--- config.mk ---
export PLATFORM = sky130hd
export DESIGN_NAME = cnn_layer_sequencer_flat
export DESIGN_NICKNAME = d
export VERILOG_FILES = /design/src/rtl/cnn_layer_sequencer_if.sv /design/src/rtl/cnn_layer_sequencer.sv /design/src/flat_wrapper.sv
export SDC_FILE = /design/constraint.sdc
export NUM_CORES = 1
export LEC_CHECK = 0
export ABC_AREA = 1
export BUFFER_PORTS_ARGS = -buffer_cell sky130_fd_sc_hd__buf_2
export CAP_MARGIN = 0
export CORE_MARGIN = 2
export CORE_UTILIZATION = 54
export CTS_BUF_LIST = sky130_fd_sc_hd__clkbuf_4
export CTS_CLUSTER_SIZE = 20
export DETAILED_ROUTE_END_ITERATION = 10
export PLACE_DENSITY = 0.85
export SYNTH_ARGS = -nofsm -noshare
export SYNTH_HDL_FRONTEND = slang
export SYNTH_SLANG_ARGS = --single-unit
--- constraint.sdc ---
create_clock -name clk -period 7.4 [get_ports clk]
set_clock_uncertainty 0.1 [all_clocks]
set_input_delay 0.37 -clock clk [delete_from_list [all_inputs] [get_ports clk]]
set_output_delay 0.37 -clock clk [all_outputs]
set_load 0.02 [all_outputs]
--- src/rtl/cnn_layer_sequencer_if.sv ---
// rtl/cnn_layer_sequencer_if.sv - control/status bundle between the layer sequencer and its environment
//
// Purpose: groups the inference control inputs, the per-layer start/done handshake,
// the weight/bias arbiter selects and the status outputs of cnn_layer_sequencer.
// Ports (signals):
//   cnn_start, abort, timeout_limit : run control, driven by the master
//   layer_done                      : per-layer done pulses, driven by the master
//   layer_start                     : per-layer start pulses, driven by the slave
//   weight_sel, bias_sel            : arbiter selects, driven by the slave
//   cur_layer, busy, cnn_done,
//   timeout_err                     : status, driven by the slave
// Modports: master = environment side, slave = sequencer side.
interface cnn_layer_sequencer_if #(
  parameter int NUM_LAYERS = 7,
  parameter int SEL_W      = 5,
  parameter int TIMEOUT_W  = 20
);
  logic                  cnn_start;
  logic                  abort;
  logic [TIMEOUT_W-1:0]  timeout_limit;
  logic [NUM_LAYERS-1:0] layer_done;
  logic [NUM_LAYERS-1:0] layer_start;
  logic [SEL_W-1:0]      weight_sel;
  logic [SEL_W-1:0]      bias_sel;
  logic [SEL_W-1:0]      cur_layer;
  logic                  busy;
  logic                  cnn_done;
  logic                  timeout_err;

  modport master (
    output cnn_start, abort, timeout_limit, layer_done,
    input  layer_start, weight_sel, bias_sel, cur_layer, busy, cnn_done, timeout_err
  );

  modport slave (
    input  cnn_start, abort, timeout_limit, layer_done,
    output layer_start, weight_sel, bias_sel, cur_layer, busy, cnn_done, timeout_err
  );
endinterface

--- src/rtl/cnn_layer_sequencer.sv ---
// rtl/cnn_layer_sequencer.sv - in-order CNN layer scheduler with weight/bias arbiter select and watchdog
//
// Purpose: launches layers 1..NUM_LAYERS one at a time, waits for each layer's done,
// steers the weight/bias arbiter to the active layer (0 for layers without weights),
// and flags a layer that stays in WAIT for timeout_limit cycles.
// Ports:
//   clk  : clock, rising edge
//   rst  : asynchronous reset, active-low
//   bus  : cnn_layer_sequencer_if.slave (control inputs, layer handshake, selects, status)
module cnn_layer_sequencer #(
  parameter int                    NUM_LAYERS = 7,
  parameter logic [NUM_LAYERS-1:0] WB_MASK    = 7'b1011011,
  parameter int                    SEL_W      = 5,
  parameter int                    TIMEOUT_W  = 20
) (
  input logic                  clk,
  input logic                  rst,
  cnn_layer_sequencer_if.slave bus
);

  typedef enum logic [2:0] {S_IDLE, S_LAUNCH, S_WAIT, S_FINISH, S_ERR} state_t;

  state_t                state_q, state_d;
  logic [SEL_W-1:0]      cur_q, cur_d, nxt_layer;
  logic [SEL_W-1:0]      sel_q, sel_d;
  logic [TIMEOUT_W-1:0]  wdog_q, wdog_d, wdog_inc;
  logic [NUM_LAYERS-1:0] start_q, start_d;
  logic                  busy_q, busy_d;
  logic                  done_q, done_d;
  logic                  terr_q, terr_d;
  logic                  done_hit, timed_out;

  // One-hot start vector for a 1-based layer index; out-of-range gives 0.
  function automatic logic [NUM_LAYERS-1:0] layer_bit(input logic [SEL_W-1:0] idx);
    logic [NUM_LAYERS-1:0] v;
    v = '0;
    for (int i = 1; i <= NUM_LAYERS; i++)
      if (idx == SEL_W'(i)) v[i-1] = 1'b1;
    return v;
  endfunction

  // Arbiter select: the layer index if that layer reads weights/bias, else 0 (parked).
  function automatic logic [SEL_W-1:0] wb_sel_of(input logic [SEL_W-1:0] idx);
    logic [SEL_W-1:0] s;
    s = '0;
    for (int i = 1; i <= NUM_LAYERS; i++)
      if (idx == SEL_W'(i) && WB_MASK[i-1]) s = idx;
    return s;
  endfunction

  assign nxt_layer = cur_q + SEL_W'(1);
  // Saturating so a disabled watchdog never wraps into a false match later.
  assign wdog_inc  = (&wdog_q) ? wdog_q : wdog_q + TIMEOUT_W'(1);
  // Only the active layer's done bit counts; strays from other layers are dropped.
  assign done_hit  = |(bus.layer_done & layer_bit(cur_q));
  assign timed_out = (bus.timeout_limit != '0) && (wdog_inc >= bus.timeout_limit);

  always_comb begin
    state_d = state_q;
    cur_d   = '0;
    sel_d   = '0;
    wdog_d  = '0;
    start_d = '0;
    busy_d  = 1'b0;
    done_d  = 1'b0;
    terr_d  = 1'b0;
    if (bus.abort) begin
      state_d = S_IDLE;
    end else begin
      case (state_q)
        S_IDLE, S_ERR: begin
          if (bus.cnn_start) begin
            state_d = S_LAUNCH;
            cur_d   = SEL_W'(1);
            start_d = layer_bit(SEL_W'(1));
            sel_d   = wb_sel_of(SEL_W'(1));
            busy_d  = 1'b1;
          end else if (state_q == S_ERR) begin
            terr_d = 1'b1;
          end
        end
        S_LAUNCH: begin
          state_d = S_WAIT;
          cur_d   = cur_q;
          sel_d   = sel_q;
          busy_d  = 1'b1;
        end
        S_WAIT: begin
          // Done is checked before the watchdog so a done on the limit cycle wins.
          if (done_hit && cur_q < SEL_W'(NUM_LAYERS)) begin
            state_d = S_LAUNCH;
            cur_d   = nxt_layer;
            start_d = layer_bit(nxt_layer);
            sel_d   = wb_sel_of(nxt_layer);
            busy_d  = 1'b1;
          end else if (done_hit) begin
            state_d = S_FINISH;
            done_d  = 1'b1;
          end else if (timed_out) begin
            state_d = S_ERR;
            terr_d  = 1'b1;
          end else begin
            cur_d  = cur_q;
            sel_d  = sel_q;
            wdog_d = wdog_inc;
            busy_d = 1'b1;
          end
        end
        S_FINISH: state_d = S_IDLE;
        default:  state_d = S_IDLE;
      endcase
    end
  end

  always_ff @(posedge clk or negedge rst) begin
    if (!rst) begin
      state_q <= S_IDLE;
      cur_q   <= '0;
      sel_q   <= '0;
      wdog_q  <= '0;
      start_q <= '0;
      busy_q  <= 1'b0;
      done_q  <= 1'b0;
      terr_q  <= 1'b0;
    end else begin
      state_q <= state_d;
      cur_q   <= cur_d;
      sel_q   <= sel_d;
      wdog_q  <= wdog_d;
      start_q <= start_d;
      busy_q  <= busy_d;
      done_q  <= done_d;
      terr_q  <= terr_d;
    end
  end

  assign bus.layer_start = start_q;
  assign bus.weight_sel  = sel_q;
  assign bus.bias_sel    = sel_q;
  assign bus.cur_layer   = cur_q;
  assign bus.busy        = busy_q;
  assign bus.cnn_done    = done_q;
  assign bus.timeout_err = terr_q;

endmodule

--- src/flat_wrapper.sv ---
// flat-port wrapper written by rule: the top's interface ports become plain ports
module cnn_layer_sequencer_flat 
#(
  parameter int                    NUM_LAYERS = 7,
  parameter logic [NUM_LAYERS-1:0] WB_MASK    = 7'b1011011,
  parameter int                    SEL_W      = 5,
  parameter int                    TIMEOUT_W  = 20
)
  (clk, rst, bus_cnn_start, bus_abort, bus_timeout_limit, bus_layer_done, bus_layer_start, bus_weight_sel, bus_bias_sel, bus_cur_layer, bus_busy, bus_cnn_done, bus_timeout_err);
  cnn_layer_sequencer_if #(.NUM_LAYERS(NUM_LAYERS), .SEL_W(SEL_W), .TIMEOUT_W(TIMEOUT_W)) bus_i ();
  input logic clk;
  input logic rst;
  input wire logic [$bits(bus_i.cnn_start)-1:0] bus_cnn_start;
  input wire logic [$bits(bus_i.abort)-1:0] bus_abort;
  input wire logic [$bits(bus_i.timeout_limit)-1:0] bus_timeout_limit;
  input wire logic [$bits(bus_i.layer_done)-1:0] bus_layer_done;
  output wire logic [$bits(bus_i.layer_start)-1:0] bus_layer_start;
  output wire logic [$bits(bus_i.weight_sel)-1:0] bus_weight_sel;
  output wire logic [$bits(bus_i.bias_sel)-1:0] bus_bias_sel;
  output wire logic [$bits(bus_i.cur_layer)-1:0] bus_cur_layer;
  output wire logic [$bits(bus_i.busy)-1:0] bus_busy;
  output wire logic [$bits(bus_i.cnn_done)-1:0] bus_cnn_done;
  output wire logic [$bits(bus_i.timeout_err)-1:0] bus_timeout_err;
  assign bus_i.cnn_start = bus_cnn_start;
  assign bus_i.abort = bus_abort;
  assign bus_i.timeout_limit = bus_timeout_limit;
  assign bus_i.layer_done = bus_layer_done;
  assign bus_layer_start = bus_i.layer_start;
  assign bus_weight_sel = bus_i.weight_sel;
  assign bus_bias_sel = bus_i.bias_sel;
  assign bus_cur_layer = bus_i.cur_layer;
  assign bus_busy = bus_i.busy;
  assign bus_cnn_done = bus_i.cnn_done;
  assign bus_timeout_err = bus_i.timeout_err;
  cnn_layer_sequencer #(.NUM_LAYERS(NUM_LAYERS), .WB_MASK(WB_MASK), .SEL_W(SEL_W), .TIMEOUT_W(TIMEOUT_W)) u_core (.clk(clk), .rst(rst), .bus(bus_i));
endmodule
* Yosys cells after proc, flatten, opt, wreduce, memory -nomap -nowiden *
Cells that the tools add are included.

operators by class
  add/subtract/negate cells = 2
  magnitude comparators = 2
  equal/unequal tests = 20
  mux-type cells = 61
  bitwise logic cells = 1
  reduce and logical (&&, ||, !) cells = 9

operator list
  operator                                               count
  two-way mux 20 bit                                     6
  two-way mux 5 bit                                      11
  == test 5 x 3 -> 1 bit, second input constant          8
  two-way mux 1 bit                                      31
  case mux 5 bit (3 select lines)                        2
  adder 20 x 1 -> 20 bit, second input constant          1
  == test 5 x 2 -> 1 bit, second input constant          4
  >= comparator 20 bit                                   1
  AND reduction 20 bit                                   1
  nonzero test 20 bit                                    1
  two-way mux 3 bit                                      5
  two-way mux 7 bit                                      2
  case mux 7 bit (2 select lines)                        1
  == test 5 x 1 -> 1 bit, second input constant          2
  case mux 3 bit (3 select lines)                        1
  AND 7 bit                                              1
  OR reduction 7 bit                                     1
  adder 5 x 1 -> 5 bit, second input constant            1
  < comparator 5 x 3 -> 1 bit, second input constant     1
  inequality test 5 x 2 -> 1 bit, second input constant  1
  AND reduction 2 bit                                    2
  == test 3 x 1 -> 1 bit, second input constant          1
  == test 3 x 2 -> 1 bit, second input constant          1
  == test 3 bit, second input constant                   1
  other kinds (7)                                        8

storage, ports and cells
  register bits after elaboration = 43
  bits of input ports = 31
  output and inout bits = 25
  word-level logic and storage cells = 103

* Logic depth before layout (Yosys ltp) *
Gate-level depths: netlist (run 1).

  depth in word-level cells = 10
  depth in mapped cells = 23

* Least setup slack after synthesis (run 1) *
OpenSTA, ideal clock, no wires.

  kind = register to register
  from = register u_core.wdog_q[0]
  to = register u_core.state_q[1]
  setup time = 127 ps
  data arrival time = 2,607 ps
  slack = 4,566 ps
  cell stages (with the launch flop) = 20
  cell sequence = dfrtp_1 > ha_1 > nand3_1 > inv_1 > nand2_1 > nor2_1 > nand2_2 > clkbuf_1 > nand2_1 > ha_1 > nand2_1 > nor2_1 > nand2_1 > nor2_1 > nand2_1 > nand4_1 > nand2_1 > nand2_4 > buf_6 > nand3b_1

on the way
  longest elaborated chain between the ends = 6
  elaborated cells on any way between the ends = 7
  those cells by class = add/sub: 1; order compare: 1; eq/ne: 1; mux: 1; reduce/logical: 3

RTL lines
  element                                                         line                        RTL
  start, declared                                                 cnn_layer_sequencer.sv:26   logic [TIMEOUT_W-1:0] wdog_q, wdog_d, wdog_inc;
  start signal, assigned                                          cnn_layer_sequencer.sv:129  wdog_q <= wdog_d;
  adder 20 x 1 -> 20 bit or AND reduction 20 bit (tied branches)  cnn_layer_sequencer.sv:53   assign wdog_inc = (&wdog_q) ? wdog_q : wdog_q + TIMEOUT_W'(1);
  two-way mux 20 bit (*)                                          cnn_layer_sequencer.sv:53
  >= comparator 20 bit (*)                                        cnn_layer_sequencer.sv:56   assign timed_out = (bus.timeout_limit != '0) && (wdog_inc >= bus.timeout_limit);
  logical AND 1 bit (*)                                           cnn_layer_sequencer.sv:56
  inequality test 5 x 2 -> 1 bit (no line) (*)                    -
  AND reduction 2 bit (no line) (*)                               -
  end signal, assigned                                            cnn_layer_sequencer.sv:126  state_q <= state_d;
  end, declared                                                   cnn_layer_sequencer.sv:23   state_t state_q, state_d;

Mark *: on every way between the ends. The rest lies on a longest branch, timed or not.
A chain may end at the register's enable or synchronous reset.

* Worst setup path after layout (run 1) *
  from = register u_core.wdog_q[0]
  to = register u_core.sel_q[2] (netlist: u_core.bus.bias_sel[2])

on the way
  longest elaborated chain between the ends = 6
  elaborated cells on any way between the ends = 7
  those cells by class = add/sub: 1; order compare: 1; eq/ne: 1; mux: 1; reduce/logical: 3

RTL lines
  element                                                         line                        RTL
  adder 20 x 1 -> 20 bit or AND reduction 20 bit (tied branches)  cnn_layer_sequencer.sv:53
  two-way mux 20 bit (*)                                          cnn_layer_sequencer.sv:53
  >= comparator 20 bit (*)                                        cnn_layer_sequencer.sv:56
  logical AND 1 bit (*)                                           cnn_layer_sequencer.sv:56
  inequality test 5 x 2 -> 1 bit (no line) (*)                    -
  AND reduction 2 bit (no line) (*)                               -
  end signal, assigned                                            cnn_layer_sequencer.sv:128  sel_q <= sel_d;
  end, declared                                                   cnn_layer_sequencer.sv:25   logic [SEL_W-1:0] sel_q, sel_d;

Marks and branches as above.

==> metrics.md, run 1 <==
| Metric | Value |
|---|---|
| Count of inserted antenna diode cells | 0 |
| Distinct cells, synth | 32 |
| Power density over the cells | 145 nW/µm² |
| Crit path kind | reg -> reg |
| Status | complete, no violations |
| Row cnt | 27 |
| Clock sink count | 43 |
| Fillers | 496 |
| Slew Limit Fails | 0 |
| Synthesized Nets | 471 |
| Share of flip-flops with an asynchronous set or reset | 100% |
| Starting density of the core | 55.9% |
| Layout cells sized above 1 | 18.8% |
| MaxCap Viol Count | 0 |
| Crit start category | flop |
| Fmax | 264 MHz |
| Crit path DAT | 3.95 ns |
| Overall routing resource usage | 24.5% |
| DRT Wirelength | 6.97 mm |
| Congestion Overflow GR | 0 |
| R2R depth | 22 |
| Register area share after synthesis | 35.2% |
| Hold_buf cts | 0 |
| CP Capture Type | flop |
| PostCTS Resize Cnt | 0 |
| Max VDD drop | 121 µV |
| Final setup fails | 0 |
| Clk root buf | clkbuf_4 |
| Die ar. | 6280 µm² |
| Synth area leaders | dfrtp_1, nand2_1, ha_1, inv_1, nor2_1 |
| H-tree level count | 2 |
| Die Width | 79.2 µm |
| DRT antenna net count | 0 |
| Max clock buf depth | 2 |
| Crit-path max FO | 27 |
| DR vias | 2778 |
| Post-synth top flop | dfrtp_1 |
| Top-count cell post-synth | nand2_1 |
| Dpl hpwl | 5.46 mm |
| Top-area cell type share of the netlist area | 35.2% |
| I/O Buffers | 55 |
| Routability cong. | 0.938 |
| RSZ-0062 raised after global routing | no |
| Mean area per synthesized cell | 7.40 µm² |
| Total CTS buffers | 5 |
| Worst-Margin Slew | 0.909 ns |
| Initial antenna violation count | 0 |
| Residual DRC | 0 |
| EDFF count, synth | 0 |
| Final Hold Slack | 0.0220 ns |
| Vias per std cell | 5.15 |
| Die Span Y | 79.2 µm |
| CP Cell Sequence | ha_1 > nand3_1 > inv_1 > nand2_1 > nor2_1 > nand2_2 > inv_2 > or2_2 > o21ai_0 > inv_1 > ha_1 > nand2_1 > nor2_1 > nand2_1 > nor2_1 > nand2_1 > nand4_1 > nand2_1 > nand2_4 > nand2_2 > nand2_1 > nand2_1 |
| Clk slew on worst S/H paths | 0.13 ns |
| Yosys warning count | 0 |
| CP required | 7.56 ns |
| Cell count along the critical path | 22 |
| CTS tree | built |
| DRT Pass-1 Iters | 4 |
| Yosys top cell by area | dfrtp_1 |
| Endpoints failing hold | 0 |
| Cell count after synthesis | 413 |
| First-pass GRT wire length | 12.2 mm |
| Worst skew pair latency | 0.36 ns |
| WP buf/inv | 3 |
| Mapped cell area | 3060 µm² |
| Area of the multi-input gates | 1650 µm² |
| Fin nets | 524 |
| Setup TNS | 0 ns |
| Vias in the first global route | 2796 |
| Post-synth top cells | nand2_1, inv_1, nor2_1 |
| Postcts setup bufs | 0 |
| Rel. slew slack | 39.4% |
| Area Growth Syn to Fin | 12.3% |
| # IOs | 56 |
| Largest net degree at the start of global routing | 44 |
| DR iter-0 viols | 115 |
| Top delay family on crit path | simple AND/OR/NAND/NOR gates |
| Final period util | 51.2% |
| Worst hold path type | in -> async |
| Most frequent CP cell | nand2_1 |
| Core ar. | 5470 µm² |
| Storage cell area | 1080 µm² |
| WL/cell | 12.9 µm |
| Post-layout min period | 3.79 ns |
| Slowest cell delay on critical path | 0.44 ns |
| Crit-path slowest cell | nand2_2 |
| Flops & latches, synth | 43 |
| Leak Pwr | 2.00 nW |
-- worst register-to-register path, cell delays in order (launching register included) --
cell and delay [ns]:
dfrtp_1 0.41, ha_1 0.24, nand3_1 0.11, inv_1 0.08, nand2_1 0.10, nor2_1 0.07
nand2_2 0.44, inv_2 0.11, or2_2 0.29, o21ai_0 0.11, inv_1 0.08, ha_1 0.29
nand2_1 0.06, nor2_1 0.11, nand2_1 0.06, nor2_1 0.08, nand2_1 0.06, nand4_1 0.14
nand2_1 0.11, nand2_4 0.30, nand2_2 0.17, nand2_1 0.11, nand2_1 0.06
-- layout make-up --
class	instances	share of cell area [%]
repair buffers	55	8.02
flip-flops and latches	43	31.3
clock inverters	3	1.24
well taps	72	2.62
clock buffers	5	1.09
inverters	70	7.65
multi-input cells	291	48.0
-- layout by cell type (no fill, tap or decap), types with 2 or more instances in the layout --
cell,Yosys,routed
xor2_1,15,15
xnor2_1,2,2
inv_2,2,2
nand3_1,16,16
ha_1,27,27
nand2_1,107,107
nand2_2,4,4
nand4_1,10,10
nor2_2,3,3
a21boi_0,4,4
o21ai_0,9,9
nor4_1,4,4
dfrtp_1,43,43
a21oi_1,15,15
or2_2,2,2
buf_2,1,55
nor2_1,47,47
nor3_1,7,7
a21oi_2,10,10
inv_1,68,68
clkbuf_4,0,5
-- sequential cells by signal (all words and copies together) (netlist names) --
name,cells
u_core.bus.bias_sel,5
u_core.bus.busy,1
u_core.bus.cnn_done,1
u_core.bus.cur_layer,5
u_core.bus.layer_start,7
u_core.bus.timeout_err,1
u_core.state_q,3
u_core.wdog_q,20
-- metrics by stage --
stage | power, mW | worst slack [ns] | utilization (%) | cell area [µm²] | std cells
global placement | 0.344 | 3.89 | 61.3 | 3350 | 531
CTS | 0.497 | 3.64 | 62.7 | 3430 | 539
finish | 0.496 | 3.61 | 62.7 | 3430 | 539
floorplan | 0.317 | 4.57 | - | 3060 | 413
global route | 0.523 | 3.21 | 62.7 | 3430 | 539
detailed placement | 0.348 | 3.67 | 61.3 | 3350 | 531
-- cell families (layout without fill, tap and decap cells) --
family | count (synthesis) | after routing | share of synthesized area [%]
and+or+nand+nor | 206 | 206 | 29.6
xor gates and xnor gates | 17 | 17 | 4.87
buffers and inverters | 79 | 133 | 10.8
adders and majority gates | 27 | 27 | 11.1
DFF | 43 | 43 | 35.2
AOI/OAI and AO/OA | 41 | 41 | 8.47
-- final timing paths --
check | startpoint | to | slack (ns)
max in group asynchronous | rst | u_core.bus.timeout_err | 6.61
min reg2reg | u_core.bus.bias_sel[1] | u_core.bus.bias_sel[1] | 0.41
max | u_core.wdog_q[0] | u_core.bus.bias_sel[2] | 3.61
min | rst | u_core.wdog_q[11] | 0.02
min in group clk | bus_abort | u_core.state_q[2] | 0.18
max reg2reg | u_core.wdog_q[0] | u_core.bus.bias_sel[2] | 3.61
-- power by group --
part	switching, mW	total (mW)	internal [mW]
Combinational	0.0646	0.0950	0.0304
Sequential	0.00718	0.250	0.243
Clock	0.0800	0.151	0.0713
Total	0.152	0.496	0.344
-- per-layer routing --
metal	GRT usage (%)	up-vias	wire [µm]
met3	4.20	6	301
met5	0	-	0
met4	8.28	0	65
li1	-	1393	-
met1	30.2	1298	3090
met2	43.3	81	3510
(Power assumes the default switching activity.)
==> run 2, diff against run 1 <==
==> constraint.sdc (replaced) <==
create_clock -name clk -period 3.65 [get_ports clk]
set_clock_uncertainty 0.1 [all_clocks]
set_input_delay 0.1825 -clock clk [delete_from_list [all_inputs] [get_ports clk]]
set_output_delay 0.1825 -clock clk [all_outputs]
set_load 0.02 [all_outputs]
==> run 2 against run 1 <==
Against the previous run: register-to-register slack got worse by 3.3 ns; die area unchanged; design area increased by 2.6%; highest routed layer unchanged; clock power increased by 110%; sequential cell count unchanged; maximum frequency increased by 13%; cell count increased by 1.9%.
==> metrics.md, run 2 (synthesis gave the netlist of run 1 again) <==
| Metric | Value |
|---|---|
| Starting density of the core | 55.9% (unchanged) |
| CP Capture Type | flop |
| CTS tree | built |
| Critical R2R Capture | u_core.wdog_q[5] |
| Net switching fraction of the power | 30.6% (+0.074 points) |
| Grt met3 use | 4.77% (+0.57 points) |
| Row cnt | 27 (unchanged) |
| DRT Wirelength | 6.93 mm (-0.60%) |
| Endpoints failing hold | 0 (unchanged) |
| Pre-CTS setup slack | 0.165 ns (-3.50 ns) |
| DRT Pass-1 Iters | 4 (unchanged) |
| MaxCap Viol Count | 0 (unchanged) |
| WP buf/inv | 4 (+1) |
| Die Width | 79.2 µm (unchanged) |
| CP required | 3.80 ns (-3.76 ns) |
| Die ar. | 6280 µm² (unchanged) |
| Final std cells w/o fill | 549 (+1.9%) |
| First-pass GRT wire length | 11.6 mm (-4.4%) |
| DR vias | 2807 (+1.0%) |
| Max VDD drop | 310 µV (+160%) |
| Routability cong. | 0.953 (+1.6%) |
| Vias in the first global route | 2714 (-2.9%) |
| Post-layout min period | 3.35 ns (-0.436 ns) |
| Worst hold path type | in -> reg |
| Total chip power | 1.03 mW (+110%) |
| CP Cell Sequence | ha_1 > nand3_1 > inv_1 > nand2_1 > nor2_1 > nand2_2 > buf_4 > o21ai_0 > ha_1 > nand2_1 > nor2_1 > nand2_1 > nor2_1 > nand2_1 > nand4_1 > nand2_1 > nand2_4 > buf_4 > buf_4 > a21oi_2 |
| Internal power contribution | 712 µW (+110%) |
| Flop pwr share | 49.1% (-1.3 points) |
| # IOs | 56 (unchanged) |
| Clk slew on worst S/H paths | 0.14 ns (about the same) |
| RSZ-0062 raised after global routing | no |
| Placed cell count | 534 (+0.56%) |
| Congestion Overflow GR | 0 (unchanged) |
| Worst-Margin Slew | 0.948 ns (+0.0386 ns) |
| Crit path DAT | 3.50 ns (-0.45 ns) |
| Most frequent CP cell | nand2_1 |
| Status | complete, no violations |
| R2R depth | 20 (-9.1%) |
| Layout cells sized above 1 | 20.5% (+1.7 points) |
| Residual DRC | 0 (unchanged) |
| Worst R2R Setup Slack | 0.30 ns (-3.31 ns) |
| Combinational Power Share | 20.2% (+1.1 points) |
| Vias per std cell | 5.11 (-0.80%) |
| Power density over the cells | 292 nW/µm² (+100%) |
| WL/cell | 12.6 µm (-2.4%) |
| Slew Limit Fails | 0 (unchanged) |
| Slowest cell delay on critical path | 0.44 ns (about the same) |
| Clock Power Share | 30.7% (+0.2 points) |
| Largest net degree at the start of global routing | 44 (unchanged) |
| Most flops, register | u_core.wdog_q |
| Fmax | 298 MHz (+13%) |
| Fin nets | 534 (+1.9%) |
| Cell count along the critical path | 20 (-9.1%) |
| Hold Path Cell Cnt | 4 |
| Largest register FFs | 20 (unchanged) |
| Top delay family on crit path | simple AND/OR/NAND/NOR gates |
| FF-to-FF Start | u_core.wdog_q[1] |
| DRT antenna net count | 0 (unchanged) |
| Crit-path max FO | 25 (-7.4%) |
| CP endpoint | u_core.wdog_q[5] |
| Crit path kind | reg -> reg |
| I/O Buffers | 55 (unchanged) |
| Most frequent cells in the layout | nand2_1, inv_1, buf_2 |
| Crit-path slowest cell | dfrtp_1 |
| Crit start category | flop |
| Area Growth Syn to Fin | 15.2% |
| Initial antenna violation count | 0 (unchanged) |
| Clk root buf | clkbuf_4 |
| Final setup fails | 0 (unchanged) |
| Commonest non-fill, non-tap cell in the layout | nand2_1 |
| Busiest grt layer | met2 |
| Worst skew pair latency | 0.37 ns (about the same) |
| Final period util | 91.8% (+41 points) |
| DR iter-0 viols | 118 (+2.6%) |
| H-tree level count | 2 (unchanged) |
| NetSw | 315 µW (+110%) |
| Setup TNS | 0 ns (unchanged) |
| Worst Setup Slack, final | 0.299 ns (-3.31 ns) |
| Clock sink count | 43 (unchanged) |
| Max clock buf depth | 2 (unchanged) |
| Core ar. | 5470 µm² (unchanged) |
| Critical path origin | u_core.wdog_q[1] |
| Global-route met2 utilization | 41.9% (-1.4 points) |
| Dpl hpwl | 5.39 mm (-1.2%) |
| Total CTS buffers | 5 (unchanged) |
| Die Span Y | 79.2 µm (unchanged) |
| Leak Pwr | 2.05 nW (+2.3%) |
| Overall routing resource usage | 23.3% (-1.2 points) |
| Met1 usage | 27.7% (-2.5 points) |
| Count of inserted antenna diode cells | 0 (unchanged) |
| Fillers | 489 (-1.4%) |
| Rel. slew slack | 36.8% (-2.6 points) |
## run 2: changes by cell type in the layout (fill, tap and decap cells not counted), sizes merged
| cell | previous run | this run |
|---|---|---|
| dlygate4sd3 | 0 | 2 |
| buf | 55 | 63 |
## run 2: what timing repair did
action / CTS / global route
buffers inserted: 0 / 5
setup endpoints to repair: 0 / 22
resized for setup: 0 / 2
endpoints found under the hold margin: 46 / 0
hold buffers: 2 / 0
## run 2: layout make-up
class / count / area [µm²] / area share, %
Clock buffer: 5 / 37.5 / 1.07
Clock inverter: 3 / 47.5 / 1.35
Inverter: 70 / 263 / 7.46
Multi-Input combinational cell: 291 / 1650 / 46.9
Sequential cell: 43 / 1080 / 30.6
Tap cell: 72 / 90.1 / 2.56
Timing Repair Buffer: 65 / 355 / 10.1
## run 2: power groups by stage
stage	Combinational, mW	Clock [mW]	Sequential, mW
floorplan	0.120	0	0.524
global placement	0.186	0	0.513
detailed placement	0.194	0	0.513
CTS	0.198	0.316	0.504
global route	0.232	0.337	0.507
finish	0.207	0.315	0.505
## run 2: how the worst min path moves through the flow
stage | from | endpoint | slack, ns
after floorplan | rst | u_core.bus.bias_sel[0] | -0.21
final | bus_cnn_start | u_core.state_q[2] | 0.01
after CTS | bus_cnn_start | u_core.state_q[2] | 0.006
after global placement | rst | u_core.wdog_q[17] | 0.25
after global routing | bus_cnn_start | u_core.state_q[2] | 0.02
after detailed placement | rst | u_core.wdog_q[17] | 0.27
## run 2: per-layer routing
| layer | vias to the layer above | share of wire, % |
|---|---|---|
| met5 | - | 0 |
| met4 | 0 | 1.5 |
| met3 | 12 | 5.2 |
| met2 | 79 | 50 |
| met1 | 1298 | 43 |
| li1 | 1418 | - |
## run 2: worst reg2reg max path: cells and delay by family, from the launching register on
kind	cells	cell delay [ns]
AND/OR/NAND/NOR	12	1.13
buffers and inverters	4	0.68
adder cells (fa/ha/maj)	2	0.58
flip-flops	1	0.44
AO/OA/AOI/OAI	2	0.29
## run 2: through the flow
stage	area (µm²)	util, %	hold WS (ns)
final	3520	64.4	0.0103
after global routing	3520	64.4	0.0173
after CTS	3480	63.6	0.00633
after detailed placement	3380	61.7	0.272
after global placement	3380	61.7	0.254
after floorplan	3060	-	-0.213
